File: src/rtl/frame_packer_sink_pkg.sv
// Shared definitions for the frame packer sink: the frame FSM encoding and
// a helper that sizes counters so that they are never zero bits wide.
package frame_packer_sink_pkg;

  typedef enum logic [1:0] {
    ST_IDLE  = 2'b00,
    ST_RUN   = 2'b01,
    ST_FLUSH = 2'b10,
    ST_DONE  = 2'b11
  } state_t;

  // Bits needed to index 0..value-1, with a floor of one bit.
  function automatic int cnt_bits(input int value);
    return (value <= 2) ? 1 : $clog2(value);
  endfunction

endpackage

File: src/rtl/frame_packer_sink_if.sv
// Bundle of the result-FIFO read side and the framebuffer write port.
// The master is the sink (pops pixels, writes words); the slave is the
// environment (FIFO and memory).
interface frame_packer_sink_if #(
  parameter int DWIDTH = 8,
  parameter int PACK   = 4,
  parameter int AWIDTH = 20
);
  logic                     fifo_rd_en;
  logic [DWIDTH-1:0]        fifo_dout;
  logic                     fifo_empty;
  logic                     mem_wr_en;
  logic [AWIDTH-1:0]        mem_addr;
  logic [DWIDTH*PACK-1:0]   mem_wdata;
  logic                     mem_ready;

  modport master (
    output fifo_rd_en, mem_wr_en, mem_addr, mem_wdata,
    input  fifo_dout, fifo_empty, mem_ready
  );

  modport slave (
    input  fifo_rd_en, mem_wr_en, mem_addr, mem_wdata,
    output fifo_dout, fifo_empty, mem_ready
  );
endinterface

File: src/rtl/frame_packer_sink_pixel_packer.sv
// Accumulates PACK pixels into one word, first pixel in the low lane.
// A completed word either bypasses straight to the caller (bypass_i) or is
// held here with full_o set until the caller emits it. emit_i also drains a
// partial word at frame end; unfilled lanes read as zero because the buffer
// is cleared every time a word leaves.
module frame_packer_sink_pixel_packer
  import frame_packer_sink_pkg::*;
#(
  parameter int DWIDTH = 8,
  parameter int PACK   = 4,
  localparam int LW    = cnt_bits(PACK)
) (
  input  logic                   clock,
  input  logic                   reset,
  input  logic                   clear_i,
  input  logic                   push_i,
  input  logic [DWIDTH-1:0]      pixel_i,
  input  logic                   bypass_i,
  input  logic                   emit_i,
  output logic [LW-1:0]          lane_o,
  output logic                   full_o,
  output logic [DWIDTH*PACK-1:0] word_o,
  output logic [DWIDTH*PACK-1:0] pop_word_o,
  output logic                   complete_o
);

  localparam logic [LW-1:0] LANE_LAST = LW'(PACK - 1);

  logic [DWIDTH*PACK-1:0] buf_q;
  logic [LW-1:0]          lane_q;
  logic                   full_q;

  // Buffer contents with the incoming pixel dropped into the current lane.
  generate
    for (genvar gi = 0; gi < PACK; gi++) begin : g_lane
      assign pop_word_o[gi*DWIDTH +: DWIDTH] =
        (lane_q == LW'(gi)) ? pixel_i : buf_q[gi*DWIDTH +: DWIDTH];
    end
  endgenerate

  assign complete_o = push_i && (lane_q == LANE_LAST);
  assign lane_o     = lane_q;
  assign full_o     = full_q;
  assign word_o     = buf_q;

  // Lane/buffer/full update: clear and emit empty the buffer, a push fills a lane.
  always_ff @(posedge clock or negedge reset) begin
    if (!reset) begin
      buf_q  <= '0;
      lane_q <= '0;
      full_q <= 1'b0;
    end else if (clear_i || emit_i) begin
      buf_q  <= '0;
      lane_q <= '0;
      full_q <= 1'b0;
    end else if (push_i) begin
      if (complete_o) begin
        lane_q <= '0;
        if (bypass_i) begin
          buf_q <= '0;
        end else begin
          buf_q  <= pop_word_o;
          full_q <= 1'b1;
        end
      end else begin
        buf_q  <= pop_word_o;
        lane_q <= lane_q + LW'(1);
      end
    end
  end

endmodule

File: src/rtl/frame_packer_sink.sv
// Output end of the filter pipeline: drains the FWFT result FIFO one pixel
// per pop, packs PACK pixels per word and writes words to the framebuffer at
// incrementing addresses. A frame is armed by start and ends with a single
// frame_done pulse once the last word has been accepted by memory.
module frame_packer_sink
  import frame_packer_sink_pkg::*;
#(
  parameter int DWIDTH     = 8,
  parameter int PACK       = 4,
  parameter int IMG_WIDTH  = 720,
  parameter int IMG_HEIGHT = 540,
  parameter int AWIDTH     = 20
) (
  input  logic                 clock,
  input  logic                 reset,
  input  logic                 start,
  frame_packer_sink_if.master  bus,
  output logic                 busy,
  output logic                 frame_done
);

  localparam int XW = cnt_bits(IMG_WIDTH);
  localparam int YW = cnt_bits(IMG_HEIGHT);
  localparam int LW = cnt_bits(PACK);
  localparam logic [XW-1:0] X_LAST = XW'(IMG_WIDTH - 1);
  localparam logic [YW-1:0] Y_LAST = YW'(IMG_HEIGHT - 1);

  state_t                 state_q;
  logic [XW-1:0]          x_q;
  logic [YW-1:0]          y_q;
  logic                   busy_q;
  logic                   done_q;
  logic                   wr_en_q;
  logic [AWIDTH-1:0]      addr_q;
  logic [DWIDTH*PACK-1:0] wdata_q;

  logic                   pk_full;
  logic                   pk_complete;
  logic [LW-1:0]          pk_lane;
  logic [DWIDTH*PACK-1:0] pk_word;
  logic [DWIDTH*PACK-1:0] pk_pop_word;

  logic                   out_free;
  logic                   accept;
  logic                   pop;
  logic                   last_pix;
  logic                   clear;
  logic                   pk_emit;
  logic                   load_pop;
  logic                   load;
  logic [DWIDTH*PACK-1:0] load_word;
  logic                   flush_done;

  // The output register can take a word if it is empty or being accepted now.
  assign accept   = wr_en_q && bus.mem_ready;
  assign out_free = !wr_en_q || bus.mem_ready;

  // Pop only while running and the packer is not holding a stalled word.
  // Leaving RUN on the last pixel guarantees no pop past the frame end.
  assign pop      = (state_q == ST_RUN) && !bus.fifo_empty && !pk_full;
  assign last_pix = (x_q == X_LAST) && (y_q == Y_LAST);
  assign clear    = (state_q == ST_IDLE) && start;

  // A stalled full word, or the zero-padded tail at frame end, leaves the packer.
  assign pk_emit  = out_free && (pk_full || ((state_q == ST_FLUSH) && (pk_lane != '0)));
  assign load_pop = pk_complete && out_free;
  assign load     = load_pop || pk_emit;
  assign load_word = load_pop ? pk_pop_word : pk_word;

  // Frame is finished when nothing is left in the packer and the last word
  // is either already gone or leaving this cycle.
  assign flush_done = !pk_full && (pk_lane == '0) && (!wr_en_q || bus.mem_ready);

  frame_packer_sink_pixel_packer #(
    .DWIDTH (DWIDTH),
    .PACK   (PACK)
  ) u_packer (
    .clock      (clock),
    .reset      (reset),
    .clear_i    (clear),
    .push_i     (pop),
    .pixel_i    (bus.fifo_dout),
    .bypass_i   (out_free),
    .emit_i     (pk_emit),
    .lane_o     (pk_lane),
    .full_o     (pk_full),
    .word_o     (pk_word),
    .pop_word_o (pk_pop_word),
    .complete_o (pk_complete)
  );

  assign bus.fifo_rd_en = pop;
  assign bus.mem_wr_en  = wr_en_q;
  assign bus.mem_addr   = addr_q;
  assign bus.mem_wdata  = wdata_q;
  assign busy           = busy_q;
  assign frame_done     = done_q;

  // Frame FSM with pixel position tracking and registered busy/done flags.
  always_ff @(posedge clock or negedge reset) begin
    if (!reset) begin
      state_q <= ST_IDLE;
      x_q     <= '0;
      y_q     <= '0;
      busy_q  <= 1'b0;
      done_q  <= 1'b0;
    end else begin
      case (state_q)
        ST_IDLE: begin
          done_q <= 1'b0;
          if (start) begin
            state_q <= ST_RUN;
            x_q     <= '0;
            y_q     <= '0;
            busy_q  <= 1'b1;
          end
        end
        ST_RUN: begin
          if (pop) begin
            if (last_pix) begin
              state_q <= ST_FLUSH;
            end else if (x_q == X_LAST) begin
              x_q <= '0;
              y_q <= y_q + YW'(1);
            end else begin
              x_q <= x_q + XW'(1);
            end
          end
        end
        ST_FLUSH: begin
          if (flush_done) begin
            state_q <= ST_DONE;
            done_q  <= 1'b1;
          end
        end
        ST_DONE: begin
          state_q <= ST_IDLE;
          done_q  <= 1'b0;
          busy_q  <= 1'b0;
        end
        default: begin
          state_q <= ST_IDLE;
          done_q  <= 1'b0;
          busy_q  <= 1'b0;
        end
      endcase
    end
  end

  // Output register: accept happens before load, so a word arriving on the
  // accept cycle keeps wr_en high and lands at the advanced address.
  always_ff @(posedge clock or negedge reset) begin
    if (!reset) begin
      wr_en_q <= 1'b0;
      addr_q  <= '0;
      wdata_q <= '0;
    end else if (clear) begin
      wr_en_q <= 1'b0;
      addr_q  <= '0;
    end else begin
      if (load) begin
        wr_en_q <= 1'b1;
        wdata_q <= load_word;
      end else if (accept) begin
        wr_en_q <= 1'b0;
      end
      if (accept) begin
        addr_q <= addr_q + AWIDTH'(1);
      end
    end
  end

endmodule

File: src/flat_wrapper.sv
// flat-port wrapper written by rule: the top's interface ports become plain ports
module frame_packer_sink_flat import frame_packer_sink_pkg::*;
#(
  parameter int DWIDTH     = 8,
  parameter int PACK       = 4,
  parameter int IMG_WIDTH  = 720,
  parameter int IMG_HEIGHT = 540,
  parameter int AWIDTH     = 20
)
  (clock, reset, start, busy, frame_done, bus_fifo_rd_en, bus_mem_wr_en, bus_mem_addr, bus_mem_wdata, bus_fifo_dout, bus_fifo_empty, bus_mem_ready);
  frame_packer_sink_if #(.DWIDTH(DWIDTH), .PACK(PACK), .AWIDTH(AWIDTH)) bus_i ();
  input  logic clock;
  input  logic reset;
  input  logic start;
  output logic busy;
  output logic frame_done;
  output wire logic [$bits(bus_i.fifo_rd_en)-1:0] bus_fifo_rd_en;
  output wire logic [$bits(bus_i.mem_wr_en)-1:0] bus_mem_wr_en;
  output wire logic [$bits(bus_i.mem_addr)-1:0] bus_mem_addr;
  output wire logic [$bits(bus_i.mem_wdata)-1:0] bus_mem_wdata;
  input wire logic [$bits(bus_i.fifo_dout)-1:0] bus_fifo_dout;
  input wire logic [$bits(bus_i.fifo_empty)-1:0] bus_fifo_empty;
  input wire logic [$bits(bus_i.mem_ready)-1:0] bus_mem_ready;
  assign bus_fifo_rd_en = bus_i.fifo_rd_en;
  assign bus_mem_wr_en = bus_i.mem_wr_en;
  assign bus_mem_addr = bus_i.mem_addr;
  assign bus_mem_wdata = bus_i.mem_wdata;
  assign bus_i.fifo_dout = bus_fifo_dout;
  assign bus_i.fifo_empty = bus_fifo_empty;
  assign bus_i.mem_ready = bus_mem_ready;
  frame_packer_sink #(.DWIDTH(DWIDTH), .PACK(PACK), .IMG_WIDTH(IMG_WIDTH), .IMG_HEIGHT(IMG_HEIGHT), .AWIDTH(AWIDTH)) u_core (.clock(clock), .reset(reset), .start(start), .bus(bus_i), .busy(busy), .frame_done(frame_done));
endmodule
File: config.mk
export PLATFORM = sky130hd
export DESIGN_NAME = frame_packer_sink_flat
export DESIGN_NICKNAME = d
export VERILOG_FILES = /design/src/rtl/frame_packer_sink_pkg.sv /design/src/rtl/frame_packer_sink_if.sv /design/src/rtl/frame_packer_sink_pixel_packer.sv /design/src/rtl/frame_packer_sink.sv /design/src/flat_wrapper.sv
export SDC_FILE = /design/constraint.sdc
export NUM_CORES = 1
export LEC_CHECK = 0
export ABC_AREA = 1
export BUFFER_PORTS_ARGS = -buffer_cell sky130_fd_sc_hd__buf_2
export CAP_MARGIN = 20
export CORE_MARGIN = 1
export CORE_UTILIZATION = 50
export DETAILED_ROUTE_END_ITERATION = 10
export PLACE_DENSITY = 0.7
export SETUP_SLACK_MARGIN = 0.4
export SLEW_MARGIN = 10
export SYNTH_ARGS = -nofsm -noshare
export SYNTH_HDL_FRONTEND = slang
export SYNTH_SLANG_ARGS = --single-unit
File: constraint.sdc
create_clock -name clock -period 3.3 [get_ports clock]
set_clock_uncertainty 0.2 [all_clocks]
set_input_delay 0.165 -clock clock [delete_from_list [all_inputs] [get_ports clock]]
set_output_delay 0.165 -clock clock [all_outputs]
set_load 0.1 [all_outputs]
==> results.md, run 1 <==
- The number of clock buffers added by TritonCTS is 9.
- The initial standard-cell utilization of the core is 51.1%.
- The fraction of the cycle the final worst path needs is between 70% and 80%.
- 0 antenna diodes ended up in the layout.
- The met3 usage is 5.62%.
- In this run the count of I/O pins placed on the die edge is 69.
- Entering global routing, the biggest net connects 65 pins.
- The worst path in the final design needs a cycle of 2.39 ns, including I/O delays and setup.
- The number of failing setup endpoints in the final timing report is 0.
- The CTS tree is built.
- The cell with the largest stage delay on the worst path is sky130_fd_sc_hd__ha_1.
- The worst-case vdd ir drop is around 0.37 mV.
- The static power due to leakage is between 0.003 and 0.004 uW.
- Data on the critical path is required at its endpoint by 3.37 ns.
- The min-delay analysis places its worst path in the category input port to flip-flop.
- In the post-synthesis netlist, the cell with the most instances is sky130_fd_sc_hd__nand2_1.
- The mean cell area of the mapped netlist is 7.31 um^2.
- The number of hold violations in the final report is 0.
- The width of the die is between 100 and 150 um.
- The region available for standard cell placement spans around 12000 um^2.
- The number of DRC markers after the initial detailed-route iteration is 316.
- The number of H-tree levels is 3.
- The final route contains approximately 5300 vias.
- The slew of the pin with the lowest slew margin is slightly below 0.8 ns.
- The initial antenna violation count is 0.
- The run finished with clean final reports.
- The HPWL reported at the end of detailed placement is 8960 um.
- The smallest setup slack after layout is a little over 0.9 ns.
- After detailed routing, the number of vias per cell comes to 5.04.
- The final routed wirelength across all metal layers is roughly 13000 um.
- The number of sinks on the clock net is 112.
- The first-pass GRT wire length is ~23000 um.
- The final max-slew violation count is 0.
- The design area is 6900 um^2.
- The data arrival time of the critical path is around 2.5 ns.
- The global routing's busiest layer is met2.
- The final net count is 923.
- For this run, the top clock speed supported by timing is between 400 and 500 MHz.
- The delay contributed by the slowest stage of the critical path is 0.49 ns.
- The routing usage on met1 is 31.0%.
- Counting flops with an async set or reset pin after synthesis yields a share of between 90% and 100%.
- After detailed routing, the average wire length per cell comes to around 13 um.
- The areal power density over the cells is ~840 nW/um^2.
- The y dimension of the die is 113 um.
- The post-detailed-route count of antenna-violating nets is 0.
- The tool flagged a number of max-cap violations equal to 0.
- The cell taking the most area after synthesis is sky130_fd_sc_hd__dfrtp_1.
- The number of cells in the design after placement is 1032.
- The total grt overflow is 0.
- The area share of the leading cell type in the synthesized netlist is 45.7%.
- Synthesis produced a netlist whose cell count is 840.
- The total global-route track usage is 22.7%.
- The number of global-route vias before repair was a little under 5000.
- Routability-driven placement finished with a final weighted congestion of 0.845.
- The met2 layer usage reported by global route is roughly 36%.
- Among all flip-flop cells after synthesis, the most frequent one is sky130_fd_sc_hd__dfrtp_1.
- Clock-pin slew was measured on the worst setup and hold paths at 0.07 ns.
- The post-route non-filler standard cell count is 1050.
- Traced cell by cell, the critical path runs through ha_1, inv_2, nor2_4, nand2_2, inv_2, buf_12, nand2_1, o21ai_0, nand2_1, o21ai_0.
- In this run, distinct cell masters in the synthesized netlist total 36.
- The worst setup path is launched from a flip-flop.
- The post-route netlist has 11.8% of its cells at a drive strength greater than 1.
- Of the synthesized area, sequential elements account for 45.7%.
- The Yosys step of the flow raised 0 warnings.
- Setup repair after global routing left no endpoint under its margin.
- Counting instances in the post-synthesis netlist gives the leading cell types as sky130_fd_sc_hd__nand2_1, sky130_fd_sc_hd__o21ai_0, sky130_fd_sc_hd__inv_1, sky130_fd_sc_hd__dfrtp_1, sky130_fd_sc_hd__nor2_1.
- The largest fanout on the critical path is 42.
- The root buffer cell is sky130_fd_sc_hd__clkbuf_16.
- The filler cell count in the final layout is roughly 1200.
- The growth of design area from synthesis to finish is 12.3%.
- The capturing element type of the critical path is a flip-flop.
- The number of input and output port buffers inserted is 68.
- The post-cts repair resize count is 0.
- The kind of critical path is flip-flop to flip-flop.
- In the routed design, unresolved DRC markers number 0.
- The worst max-slew margin expressed relative to the limit is 48.4%.
- Once layout is complete, the utilization of the core stands at 57.4%.
- The die covers 12700 um^2.
- The number of cell rows is 40.
- Summed over all failing endpoints, the final setup total negative slack is 0 ns.
- The pre-CTS setup slack is approximately 0.91 ns.
- The post-detailed-placement cell area is around 6600 um^2.
- The synthesized flop and latch total is 112.
- For the worst-skew pair, the clock arrives at the later sink with an insertion delay of roughly 0.36 ns.
- By area the synthesized netlist is led by sky130_fd_sc_hd__dfrtp_1, sky130_fd_sc_hd__nand2_1, sky130_fd_sc_hd__o21ai_0.
- The first TritonRoute pass finished after 5 iterations.
- The synthesized area is around 6100 um^2.
- The number of nets produced by synthesis is 865.
- The maximum clock insertion buffer count is 2.
- Yosys mapped a number of flops with a built-in enable equal to 0.
cell families (layout without fill, tap and decap cells):
logic type | count (synthesis) | after routing | synth area share, %
buf+inv | 157 | 220 | 10.8
simple gates | 376 | 376 | 25.4
compound gates | 181 | 181 | 15.3
flops | 112 | 112 | 45.7
fa+ha+maj | 12 | 12 | 2.45
xor+xnor | 2 | 2 | 0.285
layout by cell type, fill, tap and decap left out, types with 2 or more instances in the layout:
master	Yosys	layout
sky130_fd_sc_hd__inv_1	122	122
sky130_fd_sc_hd__inv_6	0	2
sky130_fd_sc_hd__a21o_1	3	3
sky130_fd_sc_hd__nand3_1	39	39
sky130_fd_sc_hd__buf_12	0	3
sky130_fd_sc_hd__nor2_1	60	60
sky130_fd_sc_hd__o21ai_0	139	139
sky130_fd_sc_hd__a31oi_1	3	3
sky130_fd_sc_hd__clkbuf_16	0	9
sky130_fd_sc_hd__nand2_2	4	4
sky130_fd_sc_hd__and3_1	2	2
sky130_fd_sc_hd__clkinv_2	0	2
sky130_fd_sc_hd__or2_2	2	2
sky130_fd_sc_hd__inv_2	3	3
sky130_fd_sc_hd__o21ai_1	17	17
sky130_fd_sc_hd__dlygate4sd3_1	0	2
sky130_fd_sc_hd__nand4_1	12	12
sky130_fd_sc_hd__a21oi_1	13	13
sky130_fd_sc_hd__ha_1	12	12
sky130_fd_sc_hd__o21bai_1	2	2
sky130_fd_sc_hd__dfrtp_1	112	112
sky130_fd_sc_hd__buf_4	3	6
sky130_fd_sc_hd__nor3_1	9	9
sky130_fd_sc_hd__buf_2	10	67
sky130_fd_sc_hd__nand2_1	242	242
registers in the layout, indices dropped and copies added (netlist names):
signal / cells
u_core.bus.mem_addr: 20
u_core.bus.mem_wdata: 32
u_core.bus.mem_wr_en: 1
u_core.busy: 1
u_core.frame_done: 1
u_core.state_q: 2
u_core.u_packer.full_o: 1
u_core.u_packer.lane_o: 2
u_core.u_packer.word_o: 32
u_core.x_q: 10
u_core.y_q: 10
repair_timing:
item                      in CTS  in global routing
hold endpoints to repair      60                  0
hold buffers                   2                  0
buffers inserted               0                  0
worst paths after layout:
check / slack [ns] / start / endpoint / cells past startpoint
worst max-delay path: 0.91 / u_core.u_packer.lane_o[0] / u_core.bus.mem_wdata[18] / 10
worst min-delay path: 0.04 / bus_fifo_empty / u_core.u_packer.full_o / 6
worst max register to register: 0.91 / u_core.u_packer.lane_o[0] / u_core.bus.mem_wdata[18] / 10
worst min register to register: 0.31 / u_core.busy / u_core.busy / 2
max in group asynchronous: 1.95 / reset / u_core.y_q[8] / 3
min in group asynchronous: 0.21 / reset / u_core.u_packer.word_o[13] / 2
per-stage QoR:
step	hold slack (ns)	total power (uW)
2_1_floorplan	-0.331	4210
5_1_grt	0.0595	6200
3_3_place_gp	0.100	4700
4_1_cts	0.0377	5880
6_report	0.0414	5820
3_5_place_dp	0.0921	4730
power by group:
group	switching [uW]	internal, uW
clock network	516	614
registers	162	1680
logic	2340	517
critical path: cells and delay by family, from the launching register on:
family / cells / cell delay [ns]
AOI/OAI and AO/OA: 2 / 0.17
buffers and inverters: 3 / 0.67
and+or+nand+nor: 4 / 0.39
DFF: 1 / 0.38
adders and majority gates: 1 / 0.49
layout make-up:
class	instances	area, um^2	area share [%]
flip-flops and latches	112	2800	40.6
clock inverters	6	66.3	0.962
well taps	147	184	2.67
inverters	126	473	6.86
multi-input cells	571	2670	38.7
repair buffers	78	460	6.68
clock buffers	10	239	3.47
layer usage:
metal	vias up	routed length, um
met3	14	680
met1	2377	6370
li1	2770	-
met4	0	161
met2	130	5960
met5	-	0
Note: power is estimated with default switching activity, not from simulation.
==> run 2: changes to the inputs <==
--- a/config.mk
+++ b/config.mk
@@ -11,7 +11,7 @@
 export CORE_MARGIN = 1
 export CORE_UTILIZATION = 50
 export DETAILED_ROUTE_END_ITERATION = 10
-export PLACE_DENSITY = 0.7
+export PLACE_DENSITY = 0.73
 export SETUP_SLACK_MARGIN = 0.4
 export SLEW_MARGIN = 10
 export SYNTH_ARGS = -nofsm -noshare
==> constraint.sdc (replaced) <==
create_clock -name clock -period 2.1 [get_ports clock]
set_clock_uncertainty 0.2 [all_clocks]
set_input_delay 0.105 -clock clock [delete_from_list [all_inputs] [get_ports clock]]
set_output_delay 0.105 -clock clock [all_outputs]
set_load 0.1 [all_outputs]
==> run 2 against run 1 <==
  * Clock power rose by 55%
  * Sequential power is 59% higher
  * Global-route usage is 3.9 points higher
  * Design area increased by 23%
  * Critical path depth rose by 2
  * Maximum frequency up 24%
  * Via count grew 16%
  * Core utilization rose by 13 points
  * First-iteration DRC count is 16% higher
  * Register-to-register slack got worse by 0.73 ns
  * Worst setup slack lost 0.73 ns
  * Clock-buffer cell count decreased by 1
  * Largest cell class is now multi-input combinational cells
  * Largest power group unchanged
  * Highest routed layer unchanged
==> results.md, run 2 (synthesized netlist as in run 1, its figures left out) <==
- The run finished with clean final reports.
- The kind of start point of the critical path is a flip-flop.
- After layout, the worst path uses 91.8% of the clock period.
- The number of global-route vias before repair is 5563.
- Dividing the detail-routed wire length by the instance count gives 15.8 um.
- The width of the die is 113 um.
- The first global-routing pass estimated 26800 um of wire.
- The post-route minimum period is 1.93 ns.
- The data required time of the worst path is 2.20 ns.
- The number of hold violations in the final report is 0.
- The HPWL reported at the end of detailed placement is 9530 um.
- During placement, the flow inserted port buffers numbering 68.
- The kind of critical path is flip-flop to flip-flop.
- The insertion delay of the later-clocked pin in the worst-skew pair is 0.37 ns.
- The first TritonRoute pass finished after 6 iterations.
- The filler cells instantiated in the layout total slightly below 900.
- The startpoint of the worst-slack reg-to-reg timing path is u_core.u_packer.lane_o[1].
- For this design the static power due to leakage is 0.00399 uW.
- The global routing's busiest layer is met2.
- The clock tree synthesis step divided the H-tree into 3 levels.
- At the pin with the least slew margin, the transition time is 0.552 ns.
- After the first detailed-routing iteration, the DRC count stood at 367.
- In this run the worst setup path terminates at u_core.u_packer.word_o[13].
- The initial antenna violation count is 0.
- Entering global routing, the biggest net connects 42 pins.
- The capturing element type of the critical path is a flip-flop.
- The maximum clock insertion buffer count is 2.
- In the routed layout, each cell is associated on average with a via count of 5.45.
- The library cell used most frequently in the layout, excluding fill and tap cells, is sky130_fd_sc_hd__nand2_1.
- The number of cells in the design after placement is 1047.
- The growth of design area from synthesis to finish is 38.3%.
- Counting cells, the worst reg-to-reg path comes to 12.
- The library cells used most frequently in the layout, excluding fill and tap cells, are sky130_fd_sc_hd__nand2_1, sky130_fd_sc_hd__inv_1, sky130_fd_sc_hd__o21ai_1.
- Timing would allow up to 519 MHz.
- In this run the tightest slew margin relative to its limit is a little over three fifths.
- For met3 alone, demand over resource in global routing was 5.14%.
- The count of vias placed by the detailed router is between 6000 and 7000.
- The areal power density over the cells is 1340 nW/um^2.
- The end of the worst register-to-register path is u_core.u_packer.word_o[13].
- The clock-pin slew on the worst setup and hold paths is 0.08 ns.
- Global routing used 26.7% of the available tracks across all layers.
- At the end of routability-driven placement, the weighted congestion stood at approximately 0.84.
- In this run the register-to-register setup slack is ~0.17 ns.
- For this run, global-route usage on met2 was measured as 43.5%.
- Pin placement for this block handled between 60 and 70 I/O pins.
- The largest fanout on the critical path is 8.
- Counting the buffers created by CTS gives 9.
- The total negative slack for setup checks is 0 ns.
- The total grt overflow is 0.
- Global routing consumed, on the met1 layer, 35.6% of the routing resources.
- The die covers 12700 um^2.
- Across the run, the number of max-cap violations was 0.
- The y dimension of the die is ~110 um.
- The final routed wirelength across all metal layers is 17800 um.
- The number of sinks on the clock net is 112.
- TritonCTS built the clock tree.
- The final routed DRC violation total is 0.
- The kind of path behind the tightest hold check is input port to flip-flop.
- Setup repair after global routing could not meet its margin everywhere.
- The final net count is 1003.
- The root buffer cell is sky130_fd_sc_hd__clkbuf_16.
- The number of antenna diodes in the final layout is 0.
- Data on the critical path arrives at its endpoint at 2.02 ns.
- The final max-slew violation count is 0.
- Once detail routing completed, the nets flagged for antenna violations numbered 0.
- Across the VDD grid, the largest voltage drop is just over 0.9 mV.
- Leaving out filler cells and counting taps, the final layout contains 1130.
- The start point of the critical path is u_core.u_packer.lane_o[1].
- The initial standard-cell utilization of the core is between 50% and 60%.
- The number of cell rows is 40.
- The number of failing setup endpoints in the final timing report is 0.
- The standard cell core area is roughly 12000 um^2.
- In the final layout, the share of cells above drive strength 1 is a little under a third.
-- run 2: layer usage --
layer	part of all wire, %	wire length, um
met5	0	0
met2	50	8900
met3	5.7	1020
met1	42	7390
met4	2.8	490
-- run 2: critical path: stages, from the launching register on --
cell and delay (ns):
sky130_fd_sc_hd__dfrtp_1 0.42, sky130_fd_sc_hd__inv_2 0.11, sky130_fd_sc_hd__ha_4 0.16, sky130_fd_sc_hd__inv_4 0.04, sky130_fd_sc_hd__nand2_2 0.05, sky130_fd_sc_hd__nand2_2 0.07
sky130_fd_sc_hd__nand2_4 0.09, sky130_fd_sc_hd__nand2_4 0.08, sky130_fd_sc_hd__nor3_4 0.17, sky130_fd_sc_hd__buf_6 0.17, sky130_fd_sc_hd__clkbuf_16 0.18, sky130_fd_sc_hd__nand2_2 0.05
sky130_fd_sc_hd__o21ai_1 0.07
-- run 2: layout make-up --
cell class	instances	area, um^2	share of cell area [%]
multi-input cells	572	3230	38.0
flip-flops and latches	112	2870	33.8
repair buffers	157	1430	16.8
inverters	126	493	5.81
clock buffers	9	225	2.65
well taps	147	184	2.17
clock inverters	7	68.8	0.810
-- run 2: worst min-delay path by stage --
stage	from	to	slack [ns]	cells after the start
after floorplan	reset	u_core.bus.mem_addr[13]	-0.39	0
after detailed placement	reset	u_core.u_packer.word_o[19]	-0.07	1
after global placement	reset	u_core.u_packer.word_o[19]	-0.07	1
after CTS	bus_fifo_dout[3]	u_core.u_packer.word_o[11]	0.009	5
after global routing	bus_fifo_dout[3]	u_core.u_packer.word_o[3]	0.04	5
final	bus_fifo_dout[3]	u_core.u_packer.word_o[3]	0.02	5
-- run 2: repair_timing --
item	4_1_cts	5_1_grt
setup buffers	23	22
endpoints found under the hold margin	91	0
gates resized for setup	81	123
hold buffers	10	0
setup endpoints to repair	96	101
pin swaps	4	17
gates cloned	8	4
-- run 2: per-stage QoR --
| stage | total power, uW | hold WS (ns) | utilization, % | worst slack, ns | area [um^2] |
|---|---|---|---|---|---|
| final | 11400 | 0.0180 | 70.7 | 0.172 | 8490 |
| after global routing | 12000 | 0.0361 | 70.7 | 0.0808 | 8490 |
| after CTS | 10400 | 0.00861 | 65.9 | 0.212 | 7910 |
| after detailed placement | 7760 | -0.0703 | 57.2 | 0.110 | 6870 |
| after global placement | 7710 | -0.0670 | 57.2 | 0.173 | 6870 |
| after floorplan | 6810 | -0.391 | - | 0.0865 | 6330 |
-- run 2: report_power, final --
part | total, uW | switching, uW | leakage [uW] | internal, uW
Clock | 1750 | 905 | 0.000147 | 847
Combinational | 6750 | 4620 | 0.00235 | 2130
Sequential | 2920 | 274 | 0.00149 | 2650
==> run 3: changes to the inputs <==
--- a/config.mk
+++ b/config.mk
@@ -11,7 +11,7 @@
 export CORE_MARGIN = 1
 export CORE_UTILIZATION = 50
 export DETAILED_ROUTE_END_ITERATION = 10
-export PLACE_DENSITY = 0.73
+export PLACE_DENSITY = 0.7
 export SETUP_SLACK_MARGIN = 0.4
 export SLEW_MARGIN = 10
 export SYNTH_ARGS = -nofsm -noshare
==> constraint.sdc (replaced) <==
create_clock -name clock -period 1.85 [get_ports clock]
set_clock_uncertainty 0.2 [all_clocks]
set_input_delay 0.0925 -clock clock [delete_from_list [all_inputs] [get_ports clock]]
set_output_delay 0.0925 -clock clock [all_outputs]
set_load 0.1 [all_outputs]
==> run 3 against run 2 <==
  * The flow now finishes with violations (negative hold slack, negative setup slack)
  * Sequential share of layout area shrank 1.5 points
  * Global-route usage is 2.1 points lower
  * Design area rose by 4.4%
  * First-iteration DRC count grew 13%
  * Core utilization rose by 3.1 points
  * Via count shrank 0.86%
  * Clock-buffer cell count is 3 higher
  * Worst setup slack worse by 0.30 ns
  * Sequential cell count stayed put
  * Die area did not move
==> results.md, run 3 (synthesized netlist as in run 1, its figures left out) <==
- Setup repair after global routing could not meet its margin everywhere.
- The end of the worst register-to-register path is u_core.bus.mem_wdata[12].
- The areal power density over the cells is between 1000 and 1500 nW/um^2.
- The signal on the critical path passes through nor2_2, nand2_8, nor2_4, nand2_4, a21oi_4, buf_12, clkbuf_16, nand2_2, o21ai_1.
- The count of antenna diodes in the layout is 0.
- Compared with the post-synthesis result, the final layout area differs by 44.4%.
- Of the available clock period, the critical path in the final layout requires 107%.
- The capturing element type of the critical path is a flip-flop.
- In this run the core area contains 40 standard-cell rows.
- The routed design could run at a clock period as short as about 2.0 ns.
- The number of global-route vias before repair is 5384.
- The number of input and output port buffers inserted is 68.
- The post-route non-filler standard cell count is around 1100.
- For the pin with the worst max-slew slack, the measured transition is 0.486 ns.
- The initial standard-cell utilization of the core is 51.1%.
- Dividing the detail-routed wire length by the instance count gives 15.7 um.
- The slowest stage of the critical path is the sky130_fd_sc_hd__dfrtp_1 cell.
- The number of H-tree levels is 3.
- The largest single stage delay on the critical path is 0.43 ns.
- The startpoint of the worst-slack reg-to-reg timing path is u_core.u_packer.full_o.
- The post-detailed-placement cell area is 7120 um^2.
- The final hold slack is -0.0108 ns.
- The largest net degree at the start of global routing is 52.
- In the layout the commonest cells are sky130_fd_sc_hd__nand2_1, sky130_fd_sc_hd__inv_1, sky130_fd_sc_hd__o21ai_1.
- The startpoint of the tightest hold check path is bus_mem_ready.
- The worst-case vdd ir drop is 0.943 mV.
- The number of failing setup endpoints in the final timing report is 85.
- The core region is 12000 um^2.
- The total stage count of the critical path is 9.
- The clock-pin slew on the worst setup and hold paths is 0.07 ns.
- The routed layout has 6105 vias.
- The clock net in this run drives a total of 112 sinks.
- TritonCTS built the clock tree.
- The HPWL reported at the end of detailed placement is roughly 9700 um.
- In the global route stage, met2 resource usage came out at 42.3%.
- The number of hold violations in the final report is 1.
- The routing usage on met1 is 31.3%.
- The total die area is about 13000 um^2.
- The maximum clock insertion buffer count is 2.
- The post-detailed-route count of antenna-violating nets is 0.
- The ratio of routed vias to standard cells is around 5.4.
- The number of buffers created by CTS is 9.
- The fmax is 506 MHz.
- The worst max-slew margin expressed relative to the limit is 67.8%.
- The number of placed instances, taps included, is about 1100.
- The worst reg2reg path depth is 9.
- After detailed routing, the total wire length is 17800 um.
- The number of DRC markers after the initial detailed-route iteration is 414.
- met2 is the most crowded layer.
- The share of final-layout standard cells stronger than drive strength 1 is 33.2%.
- The final net count is a little over 1000.
- 69 I/O pins were placed.
- The y dimension of the die is around 110 um.
- In this design, the largest share of critical-path delay is due to simple AND/OR/NAND/NOR gates.
- The insertion delay of the later-clocked pin in the worst-skew pair is roughly 0.37 ns.
- The final routed DRC violation total is 0.
- In the global route stage, met3 resource usage came out at 4.98%.
- For the worst setup path, the data arrival time is 2.07 ns.
- The critical path contains buffers and inverters numbering 2 combined.
- The critical path is of the flip-flop to flip-flop type.
- The run finished, with violations left.
- The final reports fail on negative hold slack, negative setup slack.
- The detailed-routing iteration count for the pre-antenna-repair pass is 6.
- The worst hold path terminates at u_core.bus.mem_addr[0].
- The tool flagged a number of max-cap violations equal to 0.
- The worst setup path is launched from a flip-flop.
- In this run the horizontal extent of the chip is 113 um.
- The smallest setup slack after layout is -0.127 ns.
- The register-to-register setup slack is -0.13 ns.
- For the worst setup path, the data required time is 1.94 ns.
- The worst hold path was traced through 5 stages.
- The static power due to leakage is 0.00414 uW.
- The largest fanout on the critical path is 9.
- The first-pass GRT wire length is 25000 um.
- Routability-driven placement finished with a final weighted congestion of 0.861.
- For this run the aggregate overflow at the end of global routing stands at 0.
- For this run, the total global-route usage over all layers was measured as 24.6%.
- The filler cell count in the final layout is 850.
- The most common cell after layout, fill and taps aside is sky130_fd_sc_hd__nand2_1.
- The final max-slew violation count is 0.
- The worst hold path belongs to the class input port to flip-flop.
- The initial antenna violation count came to 0.
- CTS placed an instance of sky130_fd_sc_hd__clkbuf_16 at the clock tree root.
- The finished cells cover 8870 um^2.
==> run 3: stage by stage <==
step | setup WS [ns] | hold WS [ns] | power (uW) | setup TNS [ns] | utilization, %
final | -0.127 | -0.0108 | 13100 | -6.03 | 73.8
after global routing | -0.155 | 0.0259 | 13700 | -9.95 | 73.8
after CTS | -0.0525 | -0.0185 | 11500 | -0.207 | 64.6
after detailed placement | -0.0631 | -0.136 | 9140 | -1.58 | 59.3
after global placement | -0.00865 | -0.131 | 9090 | -0.0269 | 59.3
after floorplan | -0.163 | -0.403 | 7770 | -1.69 | -
==> run 3: how the worst max path moves through the flow <==
stage | startpoint | end | slack [ns]
after floorplan | u_core.state_q[1] | u_core.y_q[3] | -0.16
after global placement | u_core.state_q[0] | u_core.u_packer.word_o[26] | -0.009
after detailed placement | u_core.state_q[0] | u_core.y_q[8] | -0.06
after CTS | u_core.state_q[0] | bus_fifo_rd_en | -0.05
after global routing | u_core.u_packer.full_o | u_core.bus.mem_wdata[12] | -0.15
final | u_core.u_packer.full_o | u_core.bus.mem_wdata[12] | -0.13
==> run 3: power by group <==
group,switching (uW),internal [uW]
combinational,5240,2560
sequential,318,3010
clock,960,1040
total,6520,6600
==> run 3: metal layers <==
layer / vias up / wire, um
met1: 2909 / 7700
met5: - / 0
met2: 179 / 8940
met4: 0 / 456
li1: 2977 / -
met3: 40 / 723
==> run 3: area by class of cell <==
cell class | instances | area, um^2 | share of cell area, %
Tap cell | 147 | 184 | 2.07
Clock buffer | 12 | 267 | 3.01
Clock inverter | 4 | 35.0 | 0.395
Inverter | 126 | 494 | 5.57
Timing Repair Buffer | 163 | 1640 | 18.5
Multi-Input combinational cell | 573 | 3380 | 38.1
Sequential cell | 112 | 2860 | 32.3
==> run 3: worst min-delay path, delay by kind of cell <==
family,cells,cell delay [ns]
AO/OA/AOI/OAI,1,0.06
buffers and inverters,2,0.19
AND/OR/NAND/NOR,2,0.17
==> run 3: repair_timing <==
item / 4_1_cts / 5_1_grt
cloned: 1 / 13
pin swaps: 25 / 39
setup endpoints to repair: 134 / 151
setup buffers: 5 / 29
hold buffers: 10 / 0
resized for setup: 78 / 203
hold endpoints to repair: 139 / 0
